`src/rtl/jeff_tdm_demux_1to2_if.sv`:
```
// Bus bundle for the 1-to-2 TDM demultiplexer: word input side, demultiplexed
// pair output side and a debug view of the slot FSM.
interface jeff_tdm_demux_1to2_if #(
    parameter int WIDTH = 4
);
    // Handshake: in_valid qualifies din and sof in the same cycle. There is no
    // ready: while en=1 every valid word is consumed on the rising edge, and
    // en=0 makes the block ignore the input side entirely. out_valid and err
    // are single-cycle pulses with no back-pressure.
    logic             en;
    logic [WIDTH-1:0] din;
    logic             in_valid;
    logic             sof;

    logic [WIDTH-1:0] a;
    logic [WIDTH-1:0] b;
    logic             out_valid;
    logic             sel;
    logic             err;
    logic [7:0]       frame_cnt;
    logic             state_dbg;

    modport master (
        output en,
        output din,
        output in_valid,
        output sof,
        input  a,
        input  b,
        input  out_valid,
        input  sel,
        input  err,
        input  frame_cnt,
        input  state_dbg
    );

    modport slave (
        input  en,
        input  din,
        input  in_valid,
        input  sof,
        output a,
        output b,
        output out_valid,
        output sel,
        output err,
        output frame_cnt,
        output state_dbg
    );
endinterface

```
`src/rtl/jeff_tdm_demux_1to2.sv`:
```
// Splits a time-multiplexed A/B word stream (sof tags the A slot) into a
// registered A/B pair, with sync-error detection and a wrapping frame counter.
module jeff_tdm_demux_1to2 #(
    parameter int WIDTH = 4
) (
    input  logic                          clk,
    input  logic                          rst,
    jeff_tdm_demux_1to2_if.slave          bus
);

    typedef enum logic {
        IDLE  = 1'b0,
        GOT_A = 1'b1
    } state_t;

    state_t           state;
    state_t           state_nxt;
    logic [WIDTH-1:0] a_hold;
    logic [WIDTH-1:0] a_hold_nxt;
    logic [WIDTH-1:0] a_q;
    logic [WIDTH-1:0] a_nxt;
    logic [WIDTH-1:0] b_q;
    logic [WIDTH-1:0] b_nxt;
    logic             out_valid_q;
    logic             out_valid_nxt;
    logic             err_q;
    logic             err_nxt;
    logic [7:0]       frame_cnt_q;
    logic [7:0]       frame_cnt_nxt;
    logic             accept;

    // en=0 blocks acceptance; since every next-value defaults to "hold",
    // that alone freezes the whole block and lets both pulses fall to 0.
    assign accept = bus.en && bus.in_valid;

    always_ff @(posedge clk) begin
        if (rst) begin
            state       <= IDLE;
            a_hold      <= '0;
            a_q         <= '0;
            b_q         <= '0;
            out_valid_q <= 1'b0;
            err_q       <= 1'b0;
            frame_cnt_q <= '0;
        end else begin
            state       <= state_nxt;
            a_hold      <= a_hold_nxt;
            a_q         <= a_nxt;
            b_q         <= b_nxt;
            out_valid_q <= out_valid_nxt;
            err_q       <= err_nxt;
            frame_cnt_q <= frame_cnt_nxt;
        end
    end

    always_comb begin
        state_nxt     = state;
        a_hold_nxt    = a_hold;
        a_nxt         = a_q;
        b_nxt         = b_q;
        out_valid_nxt = 1'b0;
        err_nxt       = 1'b0;
        frame_cnt_nxt = frame_cnt_q;

        unique case (state)
            IDLE: begin
                // Untagged words while hunting are B words of a lost frame.
                if (accept && bus.sof) begin
                    a_hold_nxt = bus.din;
                    state_nxt  = GOT_A;
                end
            end
            GOT_A: begin
                if (accept) begin
                    if (bus.sof) begin
                        // Resync on the newest A word; outputs stay untouched.
                        err_nxt    = 1'b1;
                        a_hold_nxt = bus.din;
                    end else begin
                        a_nxt         = a_hold;
                        b_nxt         = bus.din;
                        out_valid_nxt = 1'b1;
                        frame_cnt_nxt = frame_cnt_q + 8'd1;
                        state_nxt     = IDLE;
                    end
                end
            end
            default: begin
                state_nxt = IDLE;
            end
        endcase
    end

    assign bus.a         = a_q;
    assign bus.b         = b_q;
    assign bus.out_valid = out_valid_q;
    assign bus.err       = err_q;
    assign bus.frame_cnt = frame_cnt_q;
    assign bus.sel       = (state == GOT_A);
    assign bus.state_dbg = state;

endmodule
```
`src/flat_wrapper.sv`:
```
// flat-port wrapper written by rule: the top's interface ports become plain ports
module jeff_tdm_demux_1to2_flat 
#(
    parameter int WIDTH = 4
)
  (clk, rst, bus_en, bus_din, bus_in_valid, bus_sof, bus_a, bus_b, bus_out_valid, bus_sel, bus_err, bus_frame_cnt, bus_state_dbg);
  jeff_tdm_demux_1to2_if #(.WIDTH(WIDTH)) bus_i ();
  input  logic clk;
  input  logic rst;
  input wire logic [$bits(bus_i.en)-1:0] bus_en;
  input wire logic [$bits(bus_i.din)-1:0] bus_din;
  input wire logic [$bits(bus_i.in_valid)-1:0] bus_in_valid;
  input wire logic [$bits(bus_i.sof)-1:0] bus_sof;
  output wire logic [$bits(bus_i.a)-1:0] bus_a;
  output wire logic [$bits(bus_i.b)-1:0] bus_b;
  output wire logic [$bits(bus_i.out_valid)-1:0] bus_out_valid;
  output wire logic [$bits(bus_i.sel)-1:0] bus_sel;
  output wire logic [$bits(bus_i.err)-1:0] bus_err;
  output wire logic [$bits(bus_i.frame_cnt)-1:0] bus_frame_cnt;
  output wire logic [$bits(bus_i.state_dbg)-1:0] bus_state_dbg;
  assign bus_i.en = bus_en;
  assign bus_i.din = bus_din;
  assign bus_i.in_valid = bus_in_valid;
  assign bus_i.sof = bus_sof;
  assign bus_a = bus_i.a;
  assign bus_b = bus_i.b;
  assign bus_out_valid = bus_i.out_valid;
  assign bus_sel = bus_i.sel;
  assign bus_err = bus_i.err;
  assign bus_frame_cnt = bus_i.frame_cnt;
  assign bus_state_dbg = bus_i.state_dbg;
  jeff_tdm_demux_1to2 #(.WIDTH(WIDTH)) u_core (.clk(clk), .rst(rst), .bus(bus_i));
endmodule
```
`config.mk`:
```
export PLATFORM = sky130hd
export DESIGN_NAME = jeff_tdm_demux_1to2_flat
export DESIGN_NICKNAME = d
export VERILOG_FILES = /design/src/rtl/jeff_tdm_demux_1to2_if.sv /design/src/rtl/jeff_tdm_demux_1to2.sv /design/src/flat_wrapper.sv
export SDC_FILE = /design/constraint.sdc
export NUM_CORES = 1
export LEC_CHECK = 0
export CORE_MARGIN = 1
export CORE_UTILIZATION = 43
export DETAILED_ROUTE_END_ITERATION = 6
export GPL_TIMING_DRIVEN = 0
export PLACE_DENSITY = 0.82
export SYNTH_ARGS = -nofsm -noshare
export SYNTH_HDL_FRONTEND = slang
export SYNTH_SLANG_ARGS = --single-unit
export TNS_END_PERCENT = 100
```
`constraint.sdc`:
```
create_clock -name clk -period 1.6 [get_ports clk]
set_clock_uncertainty 0.1 [all_clocks]
set_input_delay 0.32 -clock clk [delete_from_list [all_inputs] [get_ports clk]]
set_output_delay 0.32 -clock clk [all_outputs]
set_load 0.02 [all_outputs]
```
==> impl_metrics.env, run 1 <==
export IMPL_status="finished, final reports clean"
export IMPL_ant_nets=0
export IMPL_diodes=0
export IMPL_cp_top_family="simple AND/OR/NAND/NOR gates"
export IMPL_cap_violations=0
export IMPL_multiInputGateArea_sq_um=385
export IMPL_cts_sinks=23
export IMPL_cp_depth=4
export IMPL_slew_headroom_pct=65.3
export IMPL_synth_top_cell_area_share_pct=53.1
export IMPL_cts_root_buf="clkbuf_4"
export IMPL_final_hold_violation_count=0
export IMPL_startpoint_type="flip-flop"
export IMPL_leakage_nw=0.554
export IMPL_synth_edf_count=0
export IMPL_portBuffers=28
export IMPL_setup_viol=0
export IMPL_worst_path_largest_cell_delay_ns=0.52
export IMPL_syn_nets=109
export IMPL_fin_crit_ns=1.55
export IMPL_grt_pass1_wl_mm=2.75
export IMPL_place_area_sq_mm=0.00118
export IMPL_report_final_slew_viol_count=0
export IMPL_power_mw=0.918
export IMPL_grt_max_degree=14
export IMPL_yosysSeqAreaShare_pct=53.1
export IMPL_initial_core_util_pct=48.1
export IMPL_die_area_sq_mm=0.00220
export IMPL_clk_latency_ns=0.32
export IMPL_synthCells=99
export IMPL_crit_slowest_cell="or4_4"
export IMPL_path_buf_inv=0
export IMPL_nets=143
export IMPL_worstRegToRegCells=4
export IMPL_syn_area_sq_um=867
export IMPL_cts_buffers=3
export IMPL_fin_area_sq_mm=0.00121
export IMPL_antenna_found_initial=0
export IMPL_peakVddDrop_mv=0.525
export IMPL_die_h_um=46.9
export IMPL_io_pins=29
export IMPL_yosysUniqueCellTypes=20
export IMPL_clk_pin_slew_worst_paths_ns=0.13
export IMPL_crit_chain="ha_1, nand3_1, or4_4, a21oi_2"
export IMPL_post_place_ws_ns=-0.298
export IMPL_ys_async_sr_fraction_pct=0
export IMPL_cp_end_kind="flip-flop"
export IMPL_holdPathStages=4
export IMPL_hold_class="in -> reg"
export IMPL_power_density_mw_per_mm2=756
export IMPL_area_delta_synth_final_pct=40.1
export IMPL_grt_pass1_vias=626
export IMPL_avgSynthCellArea_sq_um=8.76
export IMPL_clockBufferDepth=2
export IMPL_layout_drive_gt1_share_pct=12.1
export IMPL_period_share_pct=97.2
export IMPL_wire_per_inst_um=12.8
export IMPL_globalplace_congestion=0.687
export IMPL_drc=0
export IMPL_final_cells=157
export IMPL_yosys_most_used_dff="dfxtp_1"
export IMPL_drt_pre_antenna_iters=5
export IMPL_cts_tree="yes"
export IMPL_setup_slack_ns=0.0450
export IMPL_htreeDepth=1
export IMPL_synth_largest_area_cell="dfxtp_1"
export IMPL_path_max_fanout=4
export IMPL_holdWs_ns=0.275
export IMPL_synthTopCellsByArea="dfxtp_1 (53%), nand2_1 (9.5%), a21oi_1 (9.2%), mux2i_1 (4.6%), nor2_1 (2.6%)"
export IMPL_fin_util_pct=67.4
export IMPL_vias_per_cell=5.27
export IMPL_core_area_sq_mm=0.00180
export IMPL_crit_type="reg -> reg"
export IMPL_std_cell_rows=15
export IMPL_tns_ns=0
export IMPL_die_w_um=46.9
export IMPL_vias=827
export IMPL_crit_arrival_ns=1.71
export IMPL_fmax_mhz=643
export IMPL_ctsHoldBuffers=0
export IMPL_yosysWarnings=0
export IMPL_seq_area_sq_um=464
export IMPL_nFillCells=177
export IMPL_synth_seq_cells=23
export IMPL_placed_cells=152
export IMPL_overflow=0
export IMPL_worstMarginPinSlew_ns=0.520
export IMPL_drt_wl_total_mm=2.01
export IMPL_worst_endpoint_required_ns=1.76
export IMPL_dp_hpwl_mm=1.33
export IMPL_grt_usage_pct=17.9
export IMPL_drt_iter0_drc=8
[cell usage in the layout, fill, tap and decap left out, types with 3 or more instances in the layout]
cell	Yosys	layout
nand2_1	22	22
dfxtp_1	23	20
dlygate4sd2_1	0	19
a21oi_1	16	15
nor2_1	6	6
clkdlybuf4s50_1	0	5
mux2i_1	4	4
buf_2	3	3
nand3_1	3	3
o21ai_0	3	3
or3_1	3	3
dfxtp_2	0	3
clkbuf_4	0	3
dlymetal6s2s_1	0	3
[path summary, 6_finish.rpt]
kind | start | end | slack [ns]
max | u_core.bus.frame_cnt[0] | u_core.bus.frame_cnt[6] | 0.05
min | bus_in_valid | flip-flop | 0.28
max reg2reg | u_core.bus.frame_cnt[0] | u_core.bus.frame_cnt[6] | 0.05
min reg2reg | u_core.bus.b[1] | u_core.bus.b[1] | 0.36
[repair_timing]
action,in CTS,in global routing
buffers inserted,0,0
resized for setup,21,12
endpoints found under the setup margin,20,10
pin swaps,0,1
gates cloned,0,1
[layer usage]
layer	track usage [%]	part of all wire, %	up-vias
met5	0	0	-
met4	10.3	2.0	0
met3	3.85	5.1	5
met2	26.7	48	27
met1	23.9	45	385
li1	-	-	410
[worst min-delay path: stages]
cell and delay [ns]:
dlymetal6s2s_1 0.14, nand2_1 0.07, nand2_1 0.07, a21oi_1 0.06
[cell type report]
type | count | share of cell area (%)
clock inverter | 1 | 0.412
multi-input combinational | 69 | 31.7
inverter | 1 | 0.309
clock buffer | 3 | 1.85
timing repair buffer | 29 | 21.9
sequential | 23 | 38.2
tap | 25 | 2.57
buffer | 6 | 2.99
[cells by family (layout without fill, tap and decap cells)]
family                     count (synthesis)  after routing  synth area share (%)
adders and majority gates                  1              1                  1.44
DFF                                       23             23                  53.1
and+or+nand+nor                           41             41                  22.4
AOI/OAI and AO/OA                         22             22                  13.6
buffers and inverters                      7             40                  3.90
xor gates and xnor gates                   1              1                  1.01
muxes                                      4              4                  4.62
[flip-flops by register name, indices dropped and copies added (netlist names), named ones only]
signal	flops
u_core.bus.frame_cnt	8
u_core.bus.err	1
u_core.a_hold	4
u_core.bus.a	4
u_core.bus.b	4
u_core.bus.out_valid	1
[synth_stat cells, drive strengths merged, types with 2 or more instances]
master / n
or4: 3
nand3: 3
a21oi: 16
o21ai: 3
nand2: 22
nor2: 6
buf: 4
or3: 3
clkbuf: 2
o31ai: 3
dfxtp: 23
mux2i: 4
[where the power goes]
group	internal [mW]	switching, mW	total, mW	leakage, nW
combinational	0.0304	0.0307	0.0611	0.349
clock	0.0937	0.181	0.274	0.0177
sequential	0.579	0.00380	0.582	0.187
Note: power is estimated with default switching activity, not from simulation.
==> run 2, diff against run 1 <==
--- a/config.mk
+++ b/config.mk
@@ -10,6 +10,7 @@
 export DETAILED_ROUTE_END_ITERATION = 6
 export GPL_TIMING_DRIVEN = 0
 export PLACE_DENSITY = 0.82
+export RECOVER_POWER = 25
 export SYNTH_ARGS = -nofsm -noshare
 export SYNTH_HDL_FRONTEND = slang
 export SYNTH_SLANG_ARGS = --single-unit
==> impl_metrics.env, run 2 (synthesis gave the netlist of run 1 again) <==
export IMPL_overflow=0
export IMPL_path_buf_inv=0
export IMPL_cts_sinks=23
export IMPL_drt_wl_total_mm=2.01
export IMPL_slew_headroom_pct=65.1
export IMPL_path_max_fanout=4
export IMPL_tns_ns=0
export IMPL_area_delta_synth_final_pct=39.8
export IMPL_internal_power_mw=0.702
export IMPL_nets=143
export IMPL_status="finished, final reports clean"
export IMPL_grt_usage_pct=17.9
export IMPL_worst_endpoint_required_ns=1.76
export IMPL_die_area_sq_mm=0.00220
export IMPL_core_area_sq_mm=0.00180
export IMPL_reg2reg_to="u_core.bus.frame_cnt[6]"
export IMPL_io_pins=29
export IMPL_crit_type="reg -> reg"
export IMPL_initial_core_util_pct=48.1
export IMPL_hold_class="in -> reg"
export IMPL_holdWs_ns=0.276
export IMPL_wire_per_inst_um=12.8
export IMPL_worstMarginPinSlew_ns=0.524
export IMPL_cts_buffers=3
export IMPL_setup_viol=0
export IMPL_switching_share_pct=23.4
export IMPL_ctsHoldBuffers=0
export IMPL_use_met3_pct=3.85
export IMPL_reg2reg_from="u_core.bus.frame_cnt[0]"
export IMPL_largest_reg_flops=8
export IMPL_grt_pass1_vias=626
export IMPL_met2_usage_pct=26.7
export IMPL_grt_busiest_layer="met2"
export IMPL_p_switching_mw=0.214
export IMPL_grt_pass1_wl_mm=2.75
export IMPL_cts_tree="yes"
export IMPL_crit_arrival_ns=1.71
export IMPL_use_met1_pct=23.9
export IMPL_startpoint_type="flip-flop"
export IMPL_clk_pin_slew_worst_paths_ns=0.13
export IMPL_crit_chain="ha_1, nand3_1, or4_4, a21oi_2"
export IMPL_seq_area_sq_um=464
export IMPL_worstHoldStart="bus_in_valid"
export IMPL_final_common_cell="nand2_1"
export IMPL_leakage_nw=0.545
export IMPL_report_final_slew_viol_count=0
export IMPL_clk_latency_ns=0.32
export IMPL_power_mw=0.916
export IMPL_std_cell_rows=15
export IMPL_ant_nets=0
export IMPL_cap_violations=0
export IMPL_final_cell_mix="nand2_1 (22), dfxtp_1 (20), dlygate4sd2_1 (19)"
export IMPL_globalplace_congestion=0.687
export IMPL_final_hold_violation_count=0
export IMPL_nFillCells=178
export IMPL_antenna_found_initial=0
export IMPL_crit_slowest_cell="or4_4"
export IMPL_cp_top_family="simple AND/OR/NAND/NOR gates"
export IMPL_multiInputGateArea_sq_um=385
export IMPL_p_comb_share_pct=6.6
export IMPL_drc=0
export IMPL_peakVddDrop_mv=0.525
export IMPL_power_frac_clock_pct=29.8
export IMPL_fmax_mhz=644
export IMPL_grt_max_degree=14
export IMPL_dp_hpwl_mm=1.33
export IMPL_worst_path_largest_cell_delay_ns=0.52
export IMPL_die_h_um=46.9
export IMPL_pwr_share_seq_pct=63.6
export IMPL_vias_per_cell=5.32
export IMPL_timing_reg2reg_setup_slack_ns=0.05
export IMPL_holdPathStages=4
export IMPL_vias=836
export IMPL_power_density_mw_per_mm2=756
export IMPL_drt_pre_antenna_iters=4
export IMPL_placed_cells=152
export IMPL_cts_root_buf="clkbuf_4"
export IMPL_period_share_pct=97.1
export IMPL_fin_crit_ns=1.55
export IMPL_die_w_um=46.9
export IMPL_htreeDepth=1
export IMPL_cp_end_kind="flip-flop"
export IMPL_final_cells=157
export IMPL_clockBufferDepth=2
export IMPL_portBuffers=28
export IMPL_drt_iter0_drc=8
export IMPL_diodes=0
export IMPL_worstRegToRegCells=4
export IMPL_layout_drive_gt1_share_pct=12.1
-- run 2: changes by cell type in the layout (fill, tap and decap cells not counted) --
| cell | before | now |
|---|---|---|
| dlymetal6s2s_1 | 3 | 2 |
| clkdlybuf4s25_1 | 0 | 1 |
| clkdlybuf4s50_1 | 5 | 4 |
| dlygate4sd3_1 | 0 | 1 |
-- run 2: area by class of cell --
type,instances,share of cell area (%)
buffer,6,2.99
inverter,1,0.310
clock buffer,3,1.86
clock inverter,1,0.413
tap,25,2.58
multi-input combinational,69,31.8
timing repair buffer,29,21.8
sequential,23,38.3
-- run 2: per-stage QoR --
stage	util, %	setup WS, ns	cell area [sq um]
finish	67.3	0.0463	1210
global route	67.3	-0.0106	1210
CTS	65.5	0.0230	1180
detailed placement	65.4	-0.298	1180
global placement	65.4	-0.279	1180
floorplan	-	0.0449	867
-- run 2: power groups by stage --
stage                     registers (mW)  clock network (mW)  logic [mW]
final                              0.582               0.273      0.0605
after global routing               0.584               0.299      0.0654
after CTS                          0.582               0.280      0.0612
after detailed placement           0.595                   0      0.0630
after global placement             0.595                   0      0.0617
after floorplan                    0.597                   0      0.0231
-- run 2: routing by layer --
layer	part of all wire (%)	vias up
met4	2.0	0
met1	44	394
met3	5.1	5
met5	0	-
met2	49	27
li1	-	410
-- run 2: worst register-to-register path: cells and delay by family (launching register included) --
kind                     cells  cell delay, ns
flip-flops                   1            0.38
AND/OR/NAND/NOR              2            0.69
AO/OA/AOI/OAI                1            0.15
adder cells (fa/ha/maj)      1            0.17
-- run 2: worst max-delay path by stage --
stage                                    endpoint               startpoint  cells past startpoint  slack [ns]
after global placement    u_core.bus.frame_cnt[4]                   bus_en                      5       -0.28
after CTS                 u_core.bus.frame_cnt[6]  u_core.bus.frame_cnt[0]                      4        0.02
after global routing      u_core.bus.frame_cnt[6]  u_core.bus.frame_cnt[0]                      4       -0.01
after detailed placement  u_core.bus.frame_cnt[4]                   bus_en                      5       -0.30
final                     u_core.bus.frame_cnt[6]  u_core.bus.frame_cnt[0]                      4        0.05
after floorplan           u_core.bus.frame_cnt[6]  u_core.bus.frame_cnt[0]                      4        0.04
-- run 2: repair_timing --
action                     in CTS  in global routing
gates resized for setup        21                 12
pin swaps                       0                  1
cloned                          0                  1
setup endpoints to repair      20                 10
setup buffers                   0                  0
hold endpoints to repair        0                  0
